==> src/rtl/decode_issue_ctrl.sv <==
// decode_issue_ctrl: fetch FIFO feeding the decoder, issue register toward the scoreboard,
// control-flow stall and flush. Optional perf counters under DECODE_ISSUE_CTRL_PERF_EN.
// Latency: push in cycle N -> decoder head N+1 -> issue_valid_o N+2; 1 instr/cycle.
// Backpressure: fetch_ready_o low when FIFO full; issue payload held while !issue_ready_i.
module decode_issue_ctrl #(
    parameter int DEPTH = 4,
    parameter int SB_W  = 128,
    parameter int PC_W  = 64
) (
    input  logic            clk,
    input  logic            reset,
    input  logic            fetch_valid_i,
    output logic            fetch_ready_o,
    input  logic [PC_W-1:0] fetch_pc_i,
    input  logic [31:0]     fetch_instr_i,
    input  logic            fetch_is_comp_i,
    output logic [PC_W-1:0] dec_pc_o,
    output logic [31:0]     dec_instr_o,
    output logic            dec_is_comp_o,
    input  logic [SB_W-1:0] dec_entry_i,
    input  logic            dec_is_cf_i,
    output logic            issue_valid_o,
    input  logic            issue_ready_i,
    output logic [SB_W-1:0] issue_entry_o,
    output logic [PC_W-1:0] issue_pc_o,
    input  logic            resolve_i,
    input  logic            flush_i,
    output logic            cf_pending_o
`ifdef DECODE_ISSUE_CTRL_PERF_EN
    ,
    output logic [31:0]     perf_issued_o,
    output logic [31:0]     perf_cf_stall_o,
    output logic [31:0]     perf_full_o
`endif
);
    localparam int AW = $clog2(DEPTH);
    localparam logic [AW-1:0] PTR_ONE  = AW'(1);
    localparam logic [AW:0]   CNT_ONE  = (AW+1)'(1);
    localparam logic [AW:0]   CNT_FULL = (AW+1)'(DEPTH);

    typedef struct packed {
        logic [PC_W-1:0] pc;
        logic [31:0]     instr;
        logic            is_comp;
    } fetch_t;

    typedef enum logic {RUN, WAIT_CF} state_t;

    fetch_t        mem [DEPTH];
    fetch_t        head;
    fetch_t        wr_dat;
    logic [AW-1:0] rd_ptr, wr_ptr;
    logic [AW:0]   count;
    logic          fifo_empty, push, pop, slot_free;
    state_t        state, state_nxt;

    assign fifo_empty    = (count == '0);
    assign fetch_ready_o = (count != CNT_FULL);
    assign push          = fetch_valid_i & fetch_ready_o;
    assign slot_free     = ~issue_valid_o | issue_ready_i;
    assign pop           = ~fifo_empty & slot_free & (state == RUN) & ~flush_i;
    assign cf_pending_o  = (state == WAIT_CF);

    assign wr_dat = '{pc: fetch_pc_i, instr: fetch_instr_i, is_comp: fetch_is_comp_i};
    assign head   = mem[rd_ptr];

    // Decoder sees zeros when the FIFO is empty so a stale head never leaks downstream.
    assign dec_pc_o      = fifo_empty ? '0 : head.pc;
    assign dec_instr_o   = fifo_empty ? '0 : head.instr;
    assign dec_is_comp_o = fifo_empty ? 1'b0 : head.is_comp;

    always_ff @(posedge clk) begin
        if (push && !flush_i) begin
            mem[wr_ptr] <= wr_dat;
        end
    end

    always_ff @(posedge clk or posedge reset) begin
        if (reset) begin
            rd_ptr <= '0;
            wr_ptr <= '0;
            count  <= '0;
        end else if (flush_i) begin
            rd_ptr <= '0;
            wr_ptr <= '0;
            count  <= '0;
        end else begin
            if (push) wr_ptr <= wr_ptr + PTR_ONE;
            if (pop)  rd_ptr <= rd_ptr + PTR_ONE;
            case ({push, pop})
                2'b10:   count <= count + CNT_ONE;
                2'b01:   count <= count - CNT_ONE;
                default: count <= count;
            endcase
        end
    end

    always_ff @(posedge clk or posedge reset) begin
        if (reset) begin
            state <= RUN;
        end else begin
            state <= state_nxt;
        end
    end

    always_comb begin
        state_nxt = state;
        if (flush_i) begin
            state_nxt = RUN;
        end else begin
            case (state)
                RUN:     if (pop && dec_is_cf_i) state_nxt = WAIT_CF;
                WAIT_CF: if (resolve_i) state_nxt = RUN;
            endcase
        end
    end

    always_ff @(posedge clk or posedge reset) begin
        if (reset) begin
            issue_valid_o <= 1'b0;
            issue_entry_o <= '0;
            issue_pc_o    <= '0;
        end else if (flush_i) begin
            issue_valid_o <= 1'b0;
        end else if (pop) begin
            issue_valid_o <= 1'b1;
            issue_entry_o <= dec_entry_i;
            issue_pc_o    <= dec_pc_o;
        end else if (issue_valid_o && issue_ready_i) begin
            issue_valid_o <= 1'b0;
        end
    end

`ifdef DECODE_ISSUE_CTRL_PERF_EN
    function automatic logic [31:0] sat_inc(input logic [31:0] v, input logic en);
        return (en && (v != 32'hFFFF_FFFF)) ? v + 32'd1 : v;
    endfunction

    // Counters survive flush on purpose: they measure the whole run.
    always_ff @(posedge clk or posedge reset) begin
        if (reset) begin
            perf_issued_o   <= '0;
            perf_cf_stall_o <= '0;
            perf_full_o     <= '0;
        end else begin
            perf_issued_o   <= sat_inc(perf_issued_o, pop);
            perf_cf_stall_o <= sat_inc(perf_cf_stall_o, (state == WAIT_CF) & ~fifo_empty);
            perf_full_o     <= sat_inc(perf_full_o, fetch_valid_i & ~fetch_ready_o);
        end
    end
`endif

endmodule
==> config.mk <==
export PLATFORM = sky130hd
export DESIGN_NAME = decode_issue_ctrl
export DESIGN_NICKNAME = d
export VERILOG_FILES = /design/src/rtl/decode_issue_ctrl.sv
export SDC_FILE = /design/constraint.sdc
export NUM_CORES = 1
export LEC_CHECK = 0
export BUFFER_PORTS_ARGS = -buffer_cell sky130_fd_sc_hd__clkbuf_2
export CAP_MARGIN = 20
export CORE_MARGIN = 2
export CORE_UTILIZATION = 50
export DETAILED_ROUTE_END_ITERATION = 16
export HOLD_SLACK_MARGIN = 0.05
export PLACE_DENSITY_LB_ADDON = 0.2
export SLEW_MARGIN = 30
export SYNTH_ARGS = -nofsm -noshare
export SYNTH_HDL_FRONTEND = slang
export SYNTH_SLANG_ARGS = --single-unit
==> constraint.sdc <==
create_clock -name clk -period 9.8 [get_ports clk]
set_input_delay 0 -clock clk [delete_from_list [all_inputs] [get_ports clk]]
set_output_delay 0 -clock clk [all_outputs]
set_load 0.1 [all_outputs]
==> flow_summary.json, run 1 <==
{
  "syn_to_final_growth_pct": 33.8,
  "synth-async-reset-ratio": 0.341,
  "cts_sinks": 589,
  "cts-root-buf": "clkbuf_16",
  "drv_slew": 0,
  "dp_hpwl_um": 34200,
  "grt_max_degree": 119,
  "max_freq_ghz": 0.259,
  "drv_cap": 0,
  "layout-drive-gt1-share": 0.419,
  "fillerInstances": 2901,
  "drc_errors": 0,
  "cts_setup_buffers": 0,
  "period_needed_ns": 3.86,
  "worstSetupPathType": "flip-flop to output pin",
  "port-buffer-count": 523,
  "cts_max_path_buffers": 3,
  "crit_path_start_kind": "flip-flop",
  "vias": 12900,
  "synthTopCellsByArea": "edfxtp_1, dfrtp_1, mux4_2",
  "worstPathRequired_ns": 9.80,
  "clock_latency_ns": 0.60,
  "syn_nets": 1316,
  "cts-buffers-inserted": 59,
  "tns_ns": 0,
  "yosys_warnings": 0,
  "ys_seq_area_frac": 0.743,
  "grtUsageTotal": 0.241,
  "cts_resized": 0,
  "drtPass1Iterations": 4,
  "hold_viol_final": 0,
  "worst_pin_slew_ns": 0.972,
  "die_w_um": 216,
  "antenna_found_initial": 8,
  "dr.first_iter.drc_count": 942,
  "cp_max_fo": 30,
  "grt_pass1_vias": 14100,
  "yosysMostFrequentCell": "edfxtp_1",
  "maxSlewHeadroom": 0.352,
  "fp.dieArea_sq_um": 46600,
  "final_nets": 2096,
  "setup_violations": 0,
  "multi_input_area_sq_um": 5400,
  "start_util": 0.508,
  "synth_common_cells": "edfxtp_1, dfrtp_1, mux2_1",
  "seq_area_sq_um": 16700,
  "syn_area_per_cell_sq_um": 20.8,
  "synth_edf_count": 388,
  "core.rowCount": 77,
  "drt-total-wl_um": 55400,
  "htreeDepth": 2,
  "ys_ff_latch": 589,
  "place_congestion": 0.833,
  "syn-cell-area_sq_um": 22400,
  "grt_pass1_wl_um": 84500,
  "synth_top_area_frac": 0.519,
  "post-synth-top-area-cell": "edfxtp_1",
  "r2r_slack_ns": 6.34,
  "viasPerCell": 5.14,
  "ant_nets": 0,
  "synth_cell_types": 31,
  "pin_count": 524,
  "clkTransAtPathRegs_ns": 0.07,
  "grt_overflow": 0,
  "core_sq_um": 44200,
  "cts_tree": "yes",
  "die_h_um": 216,
  "synth_ff_type": "edfxtp_1",
  "cp-end-kind": "output pin",
  "cp.arrival_ns": 3.86,
  "syn_inst": 1079,
  "period_share": 0.394,
  "min_path_type": "primary input to async pin",
  "skew_ns": 0.0165,
  "rsz0062_at_grt": "false",
  "status": "finished clean",
  "wl_per_cell_um": 22.1
}
logic make-up (layout without fill, tap and decap cells):
logic type,Yosys count,after routing,share of synthesized area
other,0,7,0
muxes,292,292,0.198
and+or+nand+nor,128,128,0.0358
DFF,589,589,0.743
adders and majority gates,5,5,0.00312
buffers and inverters,58,887,0.0168
xor gates and xnor gates,4,4,0.00190
AOI/OAI and AO/OA,3,3,0.000836
cell usage in the layout (no fill, tap or decap), drive strengths merged:
cell	instances
and2	5
nand2b	2
nand3	2
nand2	2
clkbuf	610
nor4b	1
nor3	2
inv	6
nor4	2
bufinv	6
xor2	1
diode	7
or3b	1
nor2	10
clkinvlp	1
nor2b	101
xnor2	3
clkinv	13
ha	4
dlygate4sd3	233
mux4	97
a2bb2oi	1
a21oi	2
fa	1
edfxtp	388
mux2i	1
dfrtp	201
mux2	194
buf	18
repair_timing:
item | in CTS | in global routing
endpoints found under the setup margin | 0 | 0
hold buffers | 233 | 0
endpoints found under the hold margin | 642 | 0
stage by stage:
stage | std cells | util | hold slack, ns | cell area [sq um] | setup WS [ns]
5_1_grt | 2506 | 0.679 | 0.138 | 30000 | 5.59
6_report | 2507 | 0.679 | 0.145 | 30000 | 5.94
4_1_cts | 2496 | 0.676 | 0.113 | 29900 | 5.70
3_3_place_gp | 2152 | 0.578 | 0.214 | 25600 | 6.02
3_5_place_dp | 2153 | 0.579 | 0.220 | 25600 | 5.93
2_1_floorplan | 1079 | - | 0.0989 | 22400 | 4.32
routing by layer:
layer	vias to the layer above	wire length (um)	GRT usage
li1	5756	-	-
met1	6580	21000	0.289
met2	434	28000	0.407
met3	106	3880	0.0617
met4	2	2550	0.116
met5	-	13	0
path summary, 6_finish.rpt:
| path | start | cells past startpoint | endpoint |
|---|---|---|---|
| worst max register to register | count[0]$_DFFE_PP0P_ | 7 | issue_pc_o[6]$_DFFE_PP0P_ |
| worst max-delay path | rd_ptr[0]$_DFFE_PP0P_ | 6 | dec_instr_o[15] |
| worst min register to register | issue_entry_o[68]$_DFFE_PP0P_ | 1 | issue_entry_o[68]$_DFFE_PP0P_ |
| min in group clk | fetch_instr_i[26] | 2 | mem[1][27]$_DFFE_PP_ |
| max in group asynchronous | reset | 4 | issue_pc_o[0]$_DFFE_PP0P_ |
| worst min-delay path | reset | 3 | issue_entry_o[13]$_DFFE_PP0P_ |
worst max-delay path, cell delays in order, from the launching register on:
cell      delay [ns]
dfrtp_4         0.77
buf_4           0.45
buf_16          0.28
buf_4           0.55
mux4_2          0.59
nor2b_1         0.17
clkbuf_2        0.39
sequential cells by signal, summed over array words and instances (netlist names):
register       cells
cf_pending_o       1
count              3
issue_entry_o    128
issue_pc_o        64
issue_valid_o      1
mem              388
rd_ptr             2
wr_ptr             2
area by class of cell:
cell class                      instances  area share
Multi-Input combinational cell        432       0.180
Inverter                                3    0.000625
Timing Repair Buffer                  774       0.173
Clock buffer                           87      0.0569
Clock inverter                         23     0.00904
Sequential cell                       589       0.556
Antenna cell                            7    0.000583
Tap cell                              592      0.0247
Power of run 1 is not shown: default switching activity piles up to over one toggle a cycle in this logic, so the estimate is an artifact.
==> run 2, diff against run 1 <==
CORE_UTILIZATION = 48   (was 50)
clock period = 3.5 ns   (was 9.8 ns; I/O delays follow)
==> flow_summary.json, run 2 (synthesis gave the netlist of run 1 again) <==
{
  "worstSetupPathType": "flip-flop to output pin",
  "fillerInstances": 3192,
  "fp.dieArea_sq_um": 48500,
  "design_area_sq_um": 30300,
  "regMostFlops": "mem",
  "worstPathRequired_ns": 3.50,
  "htreeDepth": 2,
  "wl_per_cell_um": 22.0,
  "drtPass1Iterations": 4,
  "dp_hpwl_um": 35300,
  "largest_reg_flops": 388,
  "most-common-layout-cells": "clkbuf_2, edfxtp_1, dlygate4sd3_1, dfrtp_1, mux2_1",
  "die_w_um": 220,
  "cts_max_path_buffers": 3,
  "cp_max_fo": 32,
  "crit_buf_inv": 2,
  "max_freq_ghz": 0.338,
  "hold_viol_final": 0,
  "grt_pass1_wl_um": 80400,
  "clock_latency_ns": 0.60,
  "layout-drive-gt1-share": 0.423,
  "drv_slew": 0,
  "min_path_type": "primary input to async pin",
  "drv_cap": 0,
  "ant_nets": 0,
  "cts_resized": 0,
  "grtUsageTotal": 0.224,
  "cts_setup_buffers": 0,
  "vias": 12900,
  "port-buffer-count": 523,
  "grt_overflow": 0,
  "pin_count": 524,
  "maxSlewHeadroom": 0.471,
  "tns_ns": 0,
  "final_nets": 2101,
  "crit_path_start_kind": "flip-flop",
  "grt_pass1_vias": 13400,
  "max_stage_delay_ns": 0.86,
  "status": "finished clean",
  "period_needed_ns": 2.96,
  "place_inst": 2174,
  "cpLargestDelayFamily": "flip-flops",
  "cp_slowest_cell": "dfrtp_4",
  "cp.arrival_ns": 2.96,
  "path_cells": "buf_12, mux4_2, nor2b_1, clkbuf_2",
  "rsz0062_at_grt": "false",
  "stdcell_count": 2528,
  "skew_ns": 0.0190,
  "cts-root-buf": "clkbuf_16",
  "drc_errors": 0,
  "dpl_cell_area_sq_um": 25800,
  "period_share": 0.845,
  "grt_max_degree": 163,
  "drt-total-wl_um": 55500,
  "cts_sinks": 589,
  "cts_tree": "yes",
  "syn_to_final_growth_pct": 35.0,
  "start_util": 0.484,
  "antenna_found_initial": 5,
  "cp-end-kind": "output pin",
  "die_h_um": 220,
  "final_common_cell": "clkbuf_2",
  "clkTransAtPathRegs_ns": 0.06,
  "viasPerCell": 5.12,
  "worst_pin_slew_ns": 0.793,
  "setup_violations": 0,
  "place_congestion": 0.790,
  "core.rowCount": 79,
  "dr.first_iter.drc_count": 776,
  "core_sq_um": 46400,
  "cts-buffers-inserted": 60,
  "largest_registers": "mem: 388 flops, issue_entry_o: 128 flops, issue_pc_o: 64 flops"
}
==> run 2: cell types whose count changed in the layout (fill, tap and decap cells not counted), moves of 2 or more <==
cell | before | now
clkinv_1 | 4 | 8
buf_16 | 4 | 1
clkinv_4 | 0 | 2
inv_8 | 2 | 0
inv_4 | 2 | 0
clkbuf_1 | 18 | 9
clkinv_2 | 9 | 11
buf_6 | 3 | 0
bufinv_16 | 6 | 11
buf_12 | 1 | 11
==> run 2: worst register-to-register path: cells and delay by family, from the launching register on <==
kind,cells,cell delay (ns)
compound gates,1,0.17
flops,1,0.45
buf+inv,3,1.60
simple gates,3,0.56
==> run 2: final cells by class <==
| class | instances | area, sq um | area share |
|---|---|---|---|
| Antenna cell | 7 | 17.5 | 0.000578 |
| Clock buffer | 79 | 1710 | 0.0563 |
| Clock inverter | 33 | 442 | 0.0146 |
| Inverter | 3 | 15.0 | 0.000495 |
| Multi-Input combinational cell | 432 | 5400 | 0.178 |
| Sequential cell | 589 | 16700 | 0.551 |
| Tap cell | 607 | 759 | 0.0251 |
| Timing Repair Buffer | 778 | 5280 | 0.174 |
==> run 2: timing repair <==
| action | in CTS | in global routing |
|---|---|---|
| endpoints found under the hold margin | 726 | 0 |
| setup endpoints to repair | 0 | 0 |
| hold buffers | 234 | 0 |
==> run 2: final timing paths <==
| kind | startpoint | to | slack, ns | cells after the start |
|---|---|---|---|---|
| hold reg to reg | issue_entry_o[118]$_DFFE_PP0P_ | issue_entry_o[118]$_DFFE_PP0P_ | 0.49 | 1 |
| setup reg to reg | count[0]$_DFFE_PP0P_ | cf_pending_o$_DFF_PP0_ | 0.61 | 7 |
| min in group clk | fetch_instr_i[26] | mem[2][27]$_DFFE_PP_ | 0.16 | 2 |
| hold / removal | reset | issue_pc_o[10]$_DFFE_PP0P_ | 0.1 | 4 |
| max in group asynchronous | reset | issue_pc_o[33]$_DFFE_PP0P_ | 2.58 | 5 |
| setup / recovery | rd_ptr[0]$_DFFE_PP0P_ | dec_pc_o[21] | 0.54 | 4 |
==> run 2: per-stage QoR <==
stage	hold WS, ns	worst slack, ns	utilization
floorplan	0.0989	0.171	-
detailed placement	0.222	1.06	0.556
global placement	0.217	1.06	0.556
finish	0.0975	0.543	0.654
CTS	0.117	0.424	0.653
global route	0.122	0.329	0.654
==> run 2: per-layer routing <==
layer  global-route usage  routed length, um  up-vias
met5                    0                  0        -
met4               0.0855               1730        0
met3               0.0426               3600       77
met2                0.388              28500      447
met1                0.280              21700     6648
li1                     -                  -     5771
Power of run 2 is left out for the same reason.
